===== src/rtl/mips_pkg.sv =====
// Shared encodings for the multi-cycle MIPS control unit: states, opcodes,
// next-PC / ALU / extender selects, exception codes and instruction classes.
package mips_pkg;

    typedef enum logic [2:0] {
        ST_IDLE   = 3'd0,
        ST_FETCH  = 3'd1,
        ST_DECODE = 3'd2,
        ST_EXEC   = 3'd3,
        ST_MEM    = 3'd4,
        ST_WB     = 3'd5,
        ST_EXC    = 3'd6
    } state_t;

    localparam logic [5:0] OP_RTYPE = 6'h00;
    localparam logic [5:0] OP_ORI   = 6'h0d;
    localparam logic [5:0] OP_LUI   = 6'h0f;
    localparam logic [5:0] OP_LW    = 6'h23;
    localparam logic [5:0] OP_SW    = 6'h2b;
    localparam logic [5:0] OP_BEQ   = 6'h04;
    localparam logic [5:0] OP_J     = 6'h02;
    localparam logic [5:0] OP_COP0  = 6'h10;

    localparam logic [5:0] FN_ADDU  = 6'h21;
    localparam logic [5:0] FN_SUBU  = 6'h23;
    localparam logic [5:0] FN_ERET  = 6'h18;

    localparam logic [2:0] PCI_SEQ  = 3'b000;
    localparam logic [2:0] PCI_BR   = 3'b001;
    localparam logic [2:0] PCI_JMP  = 3'b010;
    localparam logic [2:0] PCI_EPC  = 3'b011;
    localparam logic [2:0] PCI_EXC  = 3'b100;

    localparam logic [1:0] ALU_ADD  = 2'b00;
    localparam logic [1:0] ALU_SUB  = 2'b01;
    localparam logic [1:0] ALU_OR   = 2'b10;
    localparam logic [1:0] ALU_LUI  = 2'b11;

    localparam logic [1:0] EXT_ZERO  = 2'b00;
    localparam logic [1:0] EXT_SIGN  = 2'b01;
    localparam logic [1:0] EXT_UPPER = 2'b10;

    localparam logic [4:0] EXC_INT  = 5'd0;
    localparam logic [4:0] EXC_IBE  = 5'd6;
    localparam logic [4:0] EXC_DBE  = 5'd7;
    localparam logic [4:0] EXC_RI   = 5'd10;

    typedef enum logic [3:0] {
        IC_ADDU    = 4'd0,
        IC_SUBU    = 4'd1,
        IC_ORI     = 4'd2,
        IC_LUI     = 4'd3,
        IC_LW      = 4'd4,
        IC_SW      = 4'd5,
        IC_BEQ     = 4'd6,
        IC_J       = 4'd7,
        IC_ERET    = 4'd8,
        IC_ILLEGAL = 4'd9
    } iclass_t;

    function automatic logic is_rtype(input iclass_t c);
        return (c == IC_ADDU) || (c == IC_SUBU);
    endfunction

endpackage


===== src/rtl/mc_ctrl_if.sv =====
// Bundle between mc_ctrl and the IM/DM, datapath and CP0.
// master = control unit, slave = the surrounding core.
interface mc_ctrl_if #(parameter int IRQ_LINES = 6) ();
    logic [31:0]          od;
    logic                 mem_rdy;
    logic                 zero;
    logic [IRQ_LINES-1:0] irq;
    logic [IRQ_LINES-1:0] im;
    logic                 ie;
    logic                 exl;
    logic [2:0]           state;
    logic                 mem_req;
    logic                 ir_w;
    logic                 pc_w;
    logic [2:0]           pci;
    logic [1:0]           alu_op;
    logic                 alu_b_imm;
    logic [1:0]           ext_op;
    logic                 reg_w;
    logic                 reg_dst;
    logic                 mem_to_reg;
    logic                 dm_w;
    logic                 cp0_w;
    logic                 cp0_epc;
    logic [4:0]           exc_code;
    logic [IRQ_LINES-1:0] int_pend;

    modport master (
        input  od, mem_rdy, zero, irq, im, ie, exl,
        output state, mem_req, ir_w, pc_w, pci, alu_op, alu_b_imm, ext_op,
               reg_w, reg_dst, mem_to_reg, dm_w, cp0_w, cp0_epc, exc_code, int_pend
    );

    modport slave (
        output od, mem_rdy, zero, irq, im, ie, exl,
        input  state, mem_req, ir_w, pc_w, pci, alu_op, alu_b_imm, ext_op,
               reg_w, reg_dst, mem_to_reg, dm_w, cp0_w, cp0_epc, exc_code, int_pend
    );
endinterface


===== src/rtl/mc_decode.sv =====
// Combinational instruction classifier: opcode/funct fields of the IR to
// an instruction class; anything outside the supported set is illegal.
module mc_decode
    import mips_pkg::*;
(
    input  logic [5:0] op,
    input  logic [5:0] funct,
    output iclass_t    iclass,
    output logic       legal
);

    // Opcode/funct lookup
    always_comb begin
        iclass = IC_ILLEGAL;
        case (op)
            OP_RTYPE: begin
                case (funct)
                    FN_ADDU: iclass = IC_ADDU;
                    FN_SUBU: iclass = IC_SUBU;
                    default: iclass = IC_ILLEGAL;
                endcase
            end
            OP_ORI:  iclass = IC_ORI;
            OP_LUI:  iclass = IC_LUI;
            OP_LW:   iclass = IC_LW;
            OP_SW:   iclass = IC_SW;
            OP_BEQ:  iclass = IC_BEQ;
            OP_J:    iclass = IC_J;
            OP_COP0: begin
                if (funct == FN_ERET) begin
                    iclass = IC_ERET;
                end else begin
                    iclass = IC_ILLEGAL;
                end
            end
            default: iclass = IC_ILLEGAL;
        endcase
    end

    assign legal = (iclass != IC_ILLEGAL);

endmodule


===== src/rtl/mc_ctrl.sv =====
// Multi-cycle main control FSM with memory-wait timeout and exception entry.
// Interrupt front-end is built only when MC_CTRL_IRQ_EN is defined.
module mc_ctrl
    import mips_pkg::*;
#(
    parameter int IRQ_LINES   = 6,
    parameter int MEM_TIMEOUT = 16
) (
    input  logic      clk,
    input  logic      rst_n,
    mc_ctrl_if.master bus
);

    localparam bit TMO_EN = (MEM_TIMEOUT > 0);
    localparam int CNT_W  = TMO_EN ? $clog2(MEM_TIMEOUT + 1) : 1;
    localparam logic [CNT_W-1:0] CNT_LAST = CNT_W'(TMO_EN ? MEM_TIMEOUT - 1 : 0);

    state_t           state_r, state_s;
    logic [31:0]      ir_r;
    logic [CNT_W-1:0] cnt_r;
    logic [4:0]       exc_code_r, exc_code_s;
    iclass_t          iclass_s;
    logic             legal_s;
    logic             int_take_s;
    logic             mem_phase_s;
    logic             tmo_s;
    logic             unused_ir_s;

    mc_decode u_decode (
        .op     (ir_r[31:26]),
        .funct  (ir_r[5:0]),
        .iclass (iclass_s),
        .legal  (legal_s)
    );

    // Register and immediate fields are consumed by the datapath, not here.
    assign unused_ir_s = ^ir_r[25:6];

`ifdef MC_CTRL_IRQ_EN
    logic [IRQ_LINES-1:0] int_pend_r;

    assign int_take_s = (|(bus.irq & bus.im)) & bus.ie & ~bus.exl;

    // Snapshot of the pending lines that caused the interrupt entry
    always_ff @(posedge clk or negedge rst_n) begin
        if (!rst_n) begin
            int_pend_r <= {IRQ_LINES{1'b0}};
        end else if ((state_r == ST_DECODE) && int_take_s) begin
            int_pend_r <= bus.irq & bus.im;
        end else begin
            int_pend_r <= int_pend_r;
        end
    end

    assign bus.int_pend = int_pend_r;
`else
    logic unused_irq_s;

    assign int_take_s   = 1'b0;
    assign bus.int_pend = {IRQ_LINES{1'b0}};
    assign unused_irq_s = ^{bus.irq, bus.im, bus.ie, bus.exl};
`endif

    assign mem_phase_s = (state_r == ST_FETCH) || (state_r == ST_MEM);
    // mem_rdy in the last allowed wait cycle still completes the access.
    assign tmo_s       = TMO_EN && (cnt_r == CNT_LAST) && !bus.mem_rdy;

    // Next-state and exception-cause selection
    always_comb begin
        state_s    = state_r;
        exc_code_s = exc_code_r;
        case (state_r)
            ST_IDLE: state_s = ST_FETCH;
            ST_FETCH: begin
                if (bus.mem_rdy) begin
                    state_s = ST_DECODE;
                end else if (tmo_s) begin
                    state_s    = ST_EXC;
                    exc_code_s = EXC_IBE;
                end else begin
                    state_s = ST_FETCH;
                end
            end
            ST_DECODE: begin
                if (int_take_s) begin
                    state_s    = ST_EXC;
                    exc_code_s = EXC_INT;
                end else if (!legal_s) begin
                    state_s    = ST_EXC;
                    exc_code_s = EXC_RI;
                end else begin
                    state_s = ST_EXEC;
                end
            end
            ST_EXEC: begin
                case (iclass_s)
                    IC_LW, IC_SW:          state_s = ST_MEM;
                    IC_BEQ, IC_J, IC_ERET: state_s = ST_FETCH;
                    default:               state_s = ST_WB;
                endcase
            end
            ST_MEM: begin
                if (bus.mem_rdy) begin
                    state_s = (iclass_s == IC_LW) ? ST_WB : ST_FETCH;
                end else if (tmo_s) begin
                    state_s    = ST_EXC;
                    exc_code_s = EXC_DBE;
                end else begin
                    state_s = ST_MEM;
                end
            end
            ST_WB:   state_s = ST_FETCH;
            ST_EXC:  state_s = ST_FETCH;
            default: state_s = ST_IDLE;
        endcase
    end

    // State, IR, wait counter and cause register
    always_ff @(posedge clk or negedge rst_n) begin
        if (!rst_n) begin
            state_r    <= ST_IDLE;
            ir_r       <= 32'h0000_0000;
            cnt_r      <= {CNT_W{1'b0}};
            exc_code_r <= 5'd0;
        end else begin
            state_r    <= state_s;
            exc_code_r <= exc_code_s;
            if ((state_r == ST_FETCH) && bus.mem_rdy) begin
                ir_r <= bus.od;
            end else begin
                ir_r <= ir_r;
            end
            if (mem_phase_s && !bus.mem_rdy && !tmo_s) begin
                cnt_r <= cnt_r + CNT_W'(1);
            end else begin
                cnt_r <= {CNT_W{1'b0}};
            end
        end
    end

    assign bus.state    = state_r;
    assign bus.exc_code = exc_code_r;

    // Control outputs decoded from state and IR class
    always_comb begin
        bus.mem_req    = 1'b0;
        bus.ir_w       = 1'b0;
        bus.pc_w       = 1'b0;
        bus.pci        = PCI_SEQ;
        bus.alu_op     = ALU_ADD;
        bus.alu_b_imm  = 1'b0;
        bus.ext_op     = EXT_ZERO;
        bus.reg_w      = 1'b0;
        bus.reg_dst    = 1'b0;
        bus.mem_to_reg = 1'b0;
        bus.dm_w       = 1'b0;
        bus.cp0_w      = 1'b0;
        bus.cp0_epc    = 1'b0;
        case (state_r)
            ST_FETCH: begin
                bus.mem_req = 1'b1;
                bus.ir_w    = bus.mem_rdy;
                bus.pc_w    = bus.mem_rdy;
            end
            ST_EXEC: begin
                case (iclass_s)
                    IC_SUBU: bus.alu_op = ALU_SUB;
                    IC_ORI: begin
                        bus.alu_op    = ALU_OR;
                        bus.alu_b_imm = 1'b1;
                    end
                    IC_LUI: begin
                        bus.alu_op    = ALU_LUI;
                        bus.alu_b_imm = 1'b1;
                        bus.ext_op    = EXT_UPPER;
                    end
                    IC_LW, IC_SW: begin
                        bus.alu_b_imm = 1'b1;
                        bus.ext_op    = EXT_SIGN;
                    end
                    IC_BEQ: begin
                        bus.alu_op = ALU_SUB;
                        bus.pc_w   = bus.zero;
                        bus.pci    = PCI_BR;
                    end
                    IC_J: begin
                        bus.pc_w = 1'b1;
                        bus.pci  = PCI_JMP;
                    end
                    IC_ERET: begin
                        bus.pc_w = 1'b1;
                        bus.pci  = PCI_EPC;
                    end
                    default: bus.alu_op = ALU_ADD;
                endcase
            end
            ST_MEM: begin
                bus.mem_req = 1'b1;
                bus.dm_w    = bus.mem_rdy && (iclass_s == IC_SW);
            end
            ST_WB: begin
                bus.reg_w      = 1'b1;
                bus.reg_dst    = is_rtype(iclass_s);
                bus.mem_to_reg = (iclass_s == IC_LW);
            end
            ST_EXC: begin
                bus.cp0_w   = 1'b1;
                bus.cp0_epc = 1'b1;
                bus.pc_w    = 1'b1;
                bus.pci     = PCI_EXC;
            end
            default: bus.mem_req = 1'b0;
        endcase
    end

endmodule


===== src/flat_wrapper.sv =====
// flat-port wrapper written by rule: the top's interface ports become plain ports
module mc_ctrl_flat import mips_pkg::*;
#(
    parameter int IRQ_LINES   = 6,
    parameter int MEM_TIMEOUT = 16
)
  (clk, rst_n, bus_od, bus_mem_rdy, bus_zero, bus_irq, bus_im, bus_ie, bus_exl, bus_state, bus_mem_req, bus_ir_w, bus_pc_w, bus_pci, bus_alu_op, bus_alu_b_imm, bus_ext_op, bus_reg_w, bus_reg_dst, bus_mem_to_reg, bus_dm_w, bus_cp0_w, bus_cp0_epc, bus_exc_code, bus_int_pend);
  mc_ctrl_if #(.IRQ_LINES(IRQ_LINES)) bus_i ();
  input  logic clk;
  input  logic rst_n;
  input wire logic [$bits(bus_i.od)-1:0] bus_od;
  input wire logic [$bits(bus_i.mem_rdy)-1:0] bus_mem_rdy;
  input wire logic [$bits(bus_i.zero)-1:0] bus_zero;
  input wire logic [$bits(bus_i.irq)-1:0] bus_irq;
  input wire logic [$bits(bus_i.im)-1:0] bus_im;
  input wire logic [$bits(bus_i.ie)-1:0] bus_ie;
  input wire logic [$bits(bus_i.exl)-1:0] bus_exl;
  output wire logic [$bits(bus_i.state)-1:0] bus_state;
  output wire logic [$bits(bus_i.mem_req)-1:0] bus_mem_req;
  output wire logic [$bits(bus_i.ir_w)-1:0] bus_ir_w;
  output wire logic [$bits(bus_i.pc_w)-1:0] bus_pc_w;
  output wire logic [$bits(bus_i.pci)-1:0] bus_pci;
  output wire logic [$bits(bus_i.alu_op)-1:0] bus_alu_op;
  output wire logic [$bits(bus_i.alu_b_imm)-1:0] bus_alu_b_imm;
  output wire logic [$bits(bus_i.ext_op)-1:0] bus_ext_op;
  output wire logic [$bits(bus_i.reg_w)-1:0] bus_reg_w;
  output wire logic [$bits(bus_i.reg_dst)-1:0] bus_reg_dst;
  output wire logic [$bits(bus_i.mem_to_reg)-1:0] bus_mem_to_reg;
  output wire logic [$bits(bus_i.dm_w)-1:0] bus_dm_w;
  output wire logic [$bits(bus_i.cp0_w)-1:0] bus_cp0_w;
  output wire logic [$bits(bus_i.cp0_epc)-1:0] bus_cp0_epc;
  output wire logic [$bits(bus_i.exc_code)-1:0] bus_exc_code;
  output wire logic [$bits(bus_i.int_pend)-1:0] bus_int_pend;
  assign bus_i.od = bus_od;
  assign bus_i.mem_rdy = bus_mem_rdy;
  assign bus_i.zero = bus_zero;
  assign bus_i.irq = bus_irq;
  assign bus_i.im = bus_im;
  assign bus_i.ie = bus_ie;
  assign bus_i.exl = bus_exl;
  assign bus_state = bus_i.state;
  assign bus_mem_req = bus_i.mem_req;
  assign bus_ir_w = bus_i.ir_w;
  assign bus_pc_w = bus_i.pc_w;
  assign bus_pci = bus_i.pci;
  assign bus_alu_op = bus_i.alu_op;
  assign bus_alu_b_imm = bus_i.alu_b_imm;
  assign bus_ext_op = bus_i.ext_op;
  assign bus_reg_w = bus_i.reg_w;
  assign bus_reg_dst = bus_i.reg_dst;
  assign bus_mem_to_reg = bus_i.mem_to_reg;
  assign bus_dm_w = bus_i.dm_w;
  assign bus_cp0_w = bus_i.cp0_w;
  assign bus_cp0_epc = bus_i.cp0_epc;
  assign bus_exc_code = bus_i.exc_code;
  assign bus_int_pend = bus_i.int_pend;
  mc_ctrl #(.IRQ_LINES(IRQ_LINES), .MEM_TIMEOUT(MEM_TIMEOUT)) u_core (.clk(clk), .rst_n(rst_n), .bus(bus_i));
endmodule

===== config.mk =====
export PLATFORM = sky130hd
export DESIGN_NAME = mc_ctrl_flat
export DESIGN_NICKNAME = d
export VERILOG_FILES = /design/src/rtl/mips_pkg.sv /design/src/rtl/mc_ctrl_if.sv /design/src/rtl/mc_decode.sv /design/src/rtl/mc_ctrl.sv /design/src/flat_wrapper.sv
export SDC_FILE = /design/constraint.sdc
export NUM_CORES = 1
export LEC_CHECK = 0
export ABC_AREA = 0
export CORE_ASPECT_RATIO = 0.8
export CORE_UTILIZATION = 41
export DETAILED_ROUTE_END_ITERATION = 8
export PLACE_DENSITY = 0.89
export SYNTH_ARGS = -nofsm -noshare
export SYNTH_HDL_FRONTEND = slang
export SYNTH_HIERARCHICAL = 1
export SYNTH_SLANG_ARGS = --single-unit

===== constraint.sdc =====
create_clock -name clk -period 3.5 [get_ports clk]
set_input_delay 0.875 -clock clk [delete_from_list [all_inputs] [get_ports clk]]
set_output_delay 0.875 -clock clk [all_outputs]
set_load 0.03 [all_outputs]

Yosys cells after proc, flatten, opt, wreduce, memory -nomap -nowiden

Cells that the tools add are included.

Mux-type cells: 35
Equal/unequal tests: 31
Add/subtract/negate cells: 1
Reduce and logical (&&, ||, !) cells: 21

Operators with widths:

| operator                                       | count |
|---|---|
| case mux 4 bit (8 select lines)                | 1 |
| 2-to-1 mux 5 bit                               | 6 |
| == test 6 bit (second input constant)          | 4 |
| == test 4 x 3 -> 1 bit (second input constant) | 4 |
| 2-to-1 mux 3 bit                               | 5 |
| case mux 3 bit (5 select lines)                | 1 |
| case mux 5 bit (3 select lines)                | 1 |
| == test 6 x 4 -> 1 bit (second input constant) | 2 |
| == test 6 x 5 -> 1 bit (second input constant) | 2 |
| case mux 2 bit (3 select lines)                | 2 |
| case mux 3 bit (2 select lines)                | 2 |
| 2-to-1 mux 1 bit                               | 10 |
| == test 3 bit (second input constant)          | 3 |
| == test 4 x 2 -> 1 bit (second input constant) | 2 |
| case mux 4 bit (2 select lines)                | 1 |
| OR reduction 2 bit                             | 4 |
| == test 3 x 2 -> 1 bit (second input constant) | 2 |
| == test 6 x 2 -> 1 bit (second input constant) | 1 |
| == test 6 x 3 -> 1 bit (second input constant) | 1 |
| zero test 6 bit                                | 1 |
| 2-to-1 mux 2 bit                               | 3 |
| inequality test 2 bit (second input constant)  | 3 |
| AND reduction 6 bit                            | 1 |
| OR reduction 3 bit                             | 2 |
| other kinds (17)                               | 24 |

Output and inout bits: 31
Flip-flop bits (word level): 45

Logic depth before layout (Yosys ltp)

Gate-level depths: netlist of the first run.

Word-level depth: 7
Gate-level depth with buffers: 9
Mapped depth without buffers: 7

Hierarchy

Netlist of the first run, hierarchy kept.

By module, submodules not included:

| module    | area an instance (µm²) | seq. area each (µm²) | instances | cells each |
|---|---|---|---|---|
| mc_ctrl   | 1,413.9                | 600.6                | 1         | 134 |
| mc_decode | 246.5                  | 0.0                  | 1         | 33 |

Least setup slack after synthesis of the first run

Ideal clock, no wire load.

Path type: reg2out
From: register u_core.ir_r[26]
To: output bus_dm_w
Path buffers: 2
Path slack: -0.055 ns
Stages on the path, launching flop included: 10
Arrival time: 2.680 ns
Data required time: 2.625 ns
Cells stage by stage: dfrtp_1 -> buf_6 -> or4_4 -> nor2_1 -> a31oi_1 -> nor2_1 -> buf_2 -> nor2b_1 -> nand2b_1 -> nor4bb_1

Longest elaborated chain between the ends: 5

Ends and longest elaborated chain:

| element                                              | RTL line           | text |
|---|---|---|
| start, declared                                      | mc_ctrl.sv:19      | `logic [31:0] ir_r;` |
| start signal, assigned                               | mc_ctrl.sv:129     | `ir_r <= bus.od;` |
| start signal, assigned                               | mc_ctrl.sv:131     | `ir_r <= ir_r;` |
| == test 6 x 5 -> 1 bit, or another cell as far along | mc_decode.sv:15    | `case (op)` |
| case mux 4 bit (8 select lines) (*)                  | mc_decode.sv:15    |  |
| net u_core.iclass_s[2]                               | mc_ctrl.sv:22      | `iclass_t iclass_s;` |
| == test 4 x 3 -> 1 bit (*)                           | mc_ctrl.sv:199     | `bus.dm_w = bus.mem_rdy && (iclass_s == IC_SW);` |
| logical AND 1 bit (*)                                | mc_ctrl.sv:199     |  |
| 2-to-1 mux 1 bit (*)                                 | mc_ctrl.sv:159     | `case (state_r)` |
| end, declared                                        | flat_wrapper.sv:29 | `output wire logic [$bits(bus_i.dm_w)-1:0] bus_dm_w;` |

Mark *: on every way through the listed nets, which the timed path passes. The rest lies on a longest branch.

Final worst setup path of the first run

From: register u_core.ir_r[31]
To: output bus_dm_w

The elaborated chain is that of the path after synthesis.

==> reports/summary.txt, run 1 <==
Leak pwr -> 0.923 nW
HPWL after detailed placement -> 2540 µm
Post-synth cell types -> 52
Final wirelength -> 3600 µm
Synth-to-layout area growth -> 30.7%
Crit Path Category -> register to output pin
CTS tree -> yes
Vias in the first global route -> 1292
EDFF count, synth -> 0
Initial antenna violation count -> 0
First-pass GRT wire length -> 5910 µm
Drt first pass iters -> 4
Synth Register Bits -> 24
Placed cell count -> 256
GRT Util Overall -> 0.178
Clk pin slew, worst setup/hold paths -> 0.08 ns
Most frequent cell after synthesis -> dfrtp_1
Die area -> 0.00431 mm²
Worst-path cell chain -> or4_4 > nor2_2 > a31oi_1 > nor2_2 > buf_6 > nor2b_2 > nand2b_1 > nor4bb_2 > buf_4
Post-synthesis xor/xnor area fraction -> 0.0317
Mux cell area share after synthesis -> 0.106
Relative slew slack -> 0.636
H-tree depth -> 1
ANT cells -> 0
Hold Buf Count CTS -> 0
Clock root buffer -> clkbuf_8
CP max-delay cell -> or4_4
Reg-to-Reg End -> u_core/bus.state[2]
# IOs -> 81
Crit path launch type -> register
Status -> complete, no violations
Routed Antenna Nets -> 0
Adder-cell share of the synthesized area -> 0.0151
Post-synthesis compound-gate area fraction -> 0.126
Initial drt markers -> 99
Clk buf depth -> 2
Worst hold margin -> 0.466 ns
Critical path required time -> 2.62 ns
Initial core utilization -> 0.434
Most used flip-flop cell after synthesis -> dfrtp_1
Post-synth ARST share -> 1.00
Slew @ Worst Pin -> 0.546 ns
Peak supply drop -> 0.411 mV
CP dominant cell by count -> nor2_2
Clock Latency Late Sink -> 0.26 ns
PD cells -> 779 mW/mm²
Layout Nets -> 265
WL met1 -> 1700 µm
Max stage delay on crit path -> 0.57 ns
Max_cap viols -> 0
Max Slew Vio Count -> 0
Layout cells sized above 1 -> 0.280
Reg2Reg Launch Point -> u_core/ir_r[26]
Worst setup path endpoint -> bus_dm_w
Finish-stage setup viols -> 0
Chip height -> 58.9 µm
Ys Warns -> 6
DR vias/cell -> 5.28
GRT overflow -> 0
Synthesized area -> 0.00166 mm²
Final Critical Period -> 3.36 ns
TritonCTS Buffers -> 3
Simple-gate area share of the yosys netlist -> 0.247
Seq/Total Area, Yosys -> 0.362
DIE WIDTH -> 73.1 µm
Synthesized area per cell -> 9.94 µm²
Crit. End Element -> output pin
Via Count -> 1405
Top-area cell type share of the netlist area -> 0.362
Ranking of synthesized cells by area -> dfrtp_1, mux2_4, nor2_1
DR WL met3 -> 188 µm
# DRC -> 0
Dpl cell area -> 0.00205 mm²
Most frequent cells after synthesis -> dfrtp_1, nor2_1, inv_1, buf_4, mux2_4
R2R depth -> 9
Fmax -> 297 MHz
Final Wtd Congestion -> 0.851
Non-Filler Instances -> 266
Site Rows -> 20
Cell count after synthesis -> 167
FF-to-FF setup slack -> 1.09 ns
CP Max Fanout -> 6
WP data arrival -> 2.49 ns
Clk sinks -> 24
Core ar. -> 0.00383 mm²
Post-synth top area cell -> dfrtp_1
Largest net degree at the start of global routing -> 25
Final Skew -> 0.00356 ns
Drt wl/cell -> 13.5 µm
Top routing layer used -> met4
CP startpoint -> u_core/ir_r[31]
Core Util, Final -> 0.567
Period utilization -> 0.960
Met2 wire len -> 1590 µm
Final hold vios -> 0
Worst min-delay path class -> register to register
PortBufs -> 39
Design Area, Final -> 0.00217 mm²
Main combinational cell family by area after synthesis -> simple AND/OR/NAND/NOR gates
[logic make-up after synthesis]
kind of cell,count (synthesis)
buffers and inverters,31
DFF,24
and+or+nand+nor,63
muxes,13
xor gates and xnor gates,6
adders and majority gates,2
AOI/OAI and AO/OA,27
other,1
[metrics by stage]
stage               setup WS, ns  power, mW  setup TNS, ns
floorplan                 0.0925       1.23              0
global placement           0.198       1.43              0
detailed placement         0.182       1.46              0
CTS                       0.0126       1.64              0
global route            -0.00993       1.80       -0.00993
finish                     0.138       1.69              0
[metal layers]
metal	track usage	vias up
met5	0	-
met1	0.246	665
met2	0.276	58
li1	-	670
met3	0.0291	12
met4	0.0784	0
[cells in the final DEF, fill, tap and decap left out, types with 4 or more instances in the layout]
cell type / count
clkdlybuf4s50_1: 27
nor3_1: 7
nand2b_1: 4
mux2_4: 8
buf_4: 24
nand2_1: 5
conb_1: 7
mux2_2: 5
nor2_1: 15
xnor2_1: 5
o21ai_0: 4
dfrtp_1: 22
inv_1: 11
[worst min path at each step]
stage | start | end | slack, ns | cells past startpoint
3_5_place_dp | u_core/cnt_r[0] | u_core/cnt_r[0] | 0.45 | 1
2_1_floorplan | u_core/cnt_r[0] | u_core/cnt_r[0] | 0.43 | 1
6_report | u_core/cnt_r[0] | u_core/cnt_r[0] | 0.47 | 1
3_3_place_gp | u_core/cnt_r[0] | u_core/cnt_r[0] | 0.44 | 1
5_1_grt | u_core/cnt_r[0] | u_core/cnt_r[0] | 0.49 | 1
4_1_cts | u_core/cnt_r[0] | u_core/cnt_r[0] | 0.47 | 1
[state kept, by name, indices dropped and copies added (netlist names)]
name                 count
u_core/cnt_r             5
u_core/bus.exc_code      4
u_core/ir_r             12
u_core/bus.state         3
[what timing repair did]
item,4_1_cts,5_1_grt
pin swaps,1,4
gates cloned,0,0
resized for setup,4,8
endpoints found under the hold margin,0,0
setup endpoints to repair,4,7
buffers inserted,4,3
[critical path, delay by kind of cell (launching register included)]
family | cells | cell delay, ns
buf+inv | 2 | 0.34
compound gates | 1 | 0.05
flops | 1 | 0.45
simple gates | 6 | 1.39
[area by class of cell]
type / instances / area (µm²)
fill: 320 / 1660
multi-input combinational: 118 / 923
sequential: 24 / 603
clock buffer: 3 / 41.3
timing repair buffer: 55 / 493
tap: 55 / 68.8
inverter: 11 / 41.3
[report_power, final]
part | leakage (nW) | switching (mW) | internal [mW]
registers | 0.288 | 0.146 | 0.382
clock network | 0.0216 | 0.0836 | 0.0769
logic | 0.613 | 0.503 | 0.501
total | 0.923 | 0.733 | 0.960
Power figures use the tool's default switching activity.
==> inputs of run 2 (changes only) <==
--- a/config.mk
+++ b/config.mk
@@ -7,6 +7,7 @@
 export LEC_CHECK = 0
 export ABC_AREA = 0
 export CORE_ASPECT_RATIO = 0.8
+export CORE_MARGIN = 4
 export CORE_UTILIZATION = 41
 export DETAILED_ROUTE_END_ITERATION = 8
 export PLACE_DENSITY = 0.89
==> run 2 against run 1 <==
Net effect: via count is 0.64% lower; non-clock buffer count grew 4; clock-buffer cell count up 1; critical path type unchanged; critical endpoint is now bus_mem_to_reg; largest cell class unchanged.
==> reports/summary.txt, run 2 (synthesized netlist as in run 1, its figures left out) <==
Initial antenna violation count -> 0
PD cells -> 792 mW/mm²
Via Count -> 1396
Most frequent cells in the layout -> buf_4, clkdlybuf4s50_1, dfrtp_1
Final Wtd Congestion -> 0.851
Internal -> 1.02 mW
Synth-to-layout area growth -> 33.1%
Chip height -> 64.9 µm
Final wirelength -> 3710 µm
CP Max Fanout -> 8
Finish-stage setup viols -> 0
Worst hold margin -> 0.473 ns
# DRC -> 0
GRT Util Overall -> 0.141
ANT cells -> 0
Max_cap viols -> 0
Non-Filler Instances -> 271
Final hold vios -> 0
Clock network power share -> 0.106
Switching share of power -> 0.419
Max reg flops -> 12
DIE WIDTH -> 79.1 µm
HPWL after detailed placement -> 2670 µm
First-pass GRT wire length -> 5750 µm
Commonest non-fill, non-tap cell in the layout -> buf_4
Max Slew Vio Count -> 0
Crit. End Element -> output pin
Clk buf depth -> 2
Fill cells -> 332
Layout Nets -> 269
Worst Slack Setup Final -> 0.0757 ns
Vias in the first global route -> 1221
Final Critical Period -> 3.42 ns
P_sw -> 734 µW
Crit Path Category -> register to output pin
Initial core utilization -> 0.431
GRT overflow -> 0
Peak supply drop -> 0.404 mV
Design Area, Final -> 0.00221 mm²
Drt first pass iters -> 4
Fmax -> 292 MHz
CTS tree -> yes
Die area -> 0.00514 mm²
Top reg by flops -> u_core/ir_r
WP data arrival -> 2.55 ns
Final Skew -> 0.00259 ns
DR vias/cell -> 5.15
Core ar. -> 0.00385 mm²
Final Power -> 1.75 mW
TritonCTS Buffers -> 3
Leak pwr -> 0.947 nW
Clock root buffer -> clkbuf_8
Placed cell count -> 258
Largest net degree at the start of global routing -> 25
Initial drt markers -> 84
Relative slew slack -> 0.664
Critical path required time -> 2.62 ns
Worst min-delay path class -> register to register
Crit path launch type -> register
Routed Antenna Nets -> 0
Clk pin slew, worst setup/hold paths -> 0.08 ns
Clk sinks -> 24
Site Rows -> 20
Period utilization -> 0.978
Sequential power share -> 0.298
Gate power share -> 0.596
Layout cells sized above 1 -> 0.296
Post-place setup slack -> 0.105 ns
Slew @ Worst Pin -> 0.497 ns
Drt wl/cell -> 13.7 µm
Hold Path Depth -> 1
PortBufs -> 39
H-tree depth -> 1
Dpl cell area -> 0.00207 mm²
# IOs -> 81
Clock Latency Late Sink -> 0.26 ns
Status -> complete, no violations
R2R depth -> 8
-- run 2: final timing paths --
check                      slack (ns)                  end            start
max                              0.08       bus_mem_to_reg  u_core/ir_r[26]
min                              0.47      u_core/cnt_r[0]  u_core/cnt_r[0]
min reg2reg                      0.47      u_core/cnt_r[0]  u_core/cnt_r[0]
max reg2reg                      1.19  u_core/bus.state[2]  u_core/ir_r[26]
max in group asynchronous        2.28      u_core/ir_r[27]            rst_n
min in group asynchronous        0.96      u_core/ir_r[29]            rst_n
-- run 2: through the flow --
step	setup TNS (ns)	utilization
floorplan	0	-
global placement	0	0.536
detailed placement	0	0.536
CTS	0	0.552
global route	-0.212	0.573
finish	0	0.573
-- run 2: final cells by class --
cell class,instances,area [µm²],area share
repair buffers,59,518,0.234
multi-input cells,118,923,0.418
clock buffers,4,55.1,0.0249
inverters,11,41.3,0.0187
flip-flops and latches,24,603,0.273
well taps,55,68.8,0.0311
-- run 2: worst max-delay path, stage by stage (launching register included) --
cell,delay (ns)
dfrtp_2,0.46
or4b_4,0.56
o211ai_2,0.18
a22oi_2,0.16
buf_4,0.17
nor2b_2,0.12
nand2b_1,0.13
buf_4,0.16
nor3_1,0.16
buf_4,0.19
-- run 2: repair_timing --
item                       CTS  global route
setup endpoints to repair    4             5
setup buffers                0             9
pin swaps                    0             3
hold buffers                 0             0
resized for setup            4             7
-- run 2: routing by layer --
| layer | track usage | vias up | wire length [µm] |
|---|---|---|---|
| met2 | 0.210 | 40 | 1680 |
| met1 | 0.204 | 677 | 1800 |
| met4 | 0.0322 | 0 | 17 |
| li1 | - | 677 | - |
| met5 | 0 | - | 0 |
| met3 | 0.0347 | 2 | 218 |
-- run 2: power groups by stage --
| stage | clock network [mW] | logic [mW] | registers [mW] |
|---|---|---|---|
| global route | 0.206 | 1.13 | 0.537 |
| CTS | 0.188 | 0.954 | 0.518 |
| floorplan | 0 | 0.728 | 0.502 |
| detailed placement | 0 | 0.943 | 0.522 |
| global placement | 0 | 0.926 | 0.514 |
| finish | 0.186 | 1.04 | 0.522 |
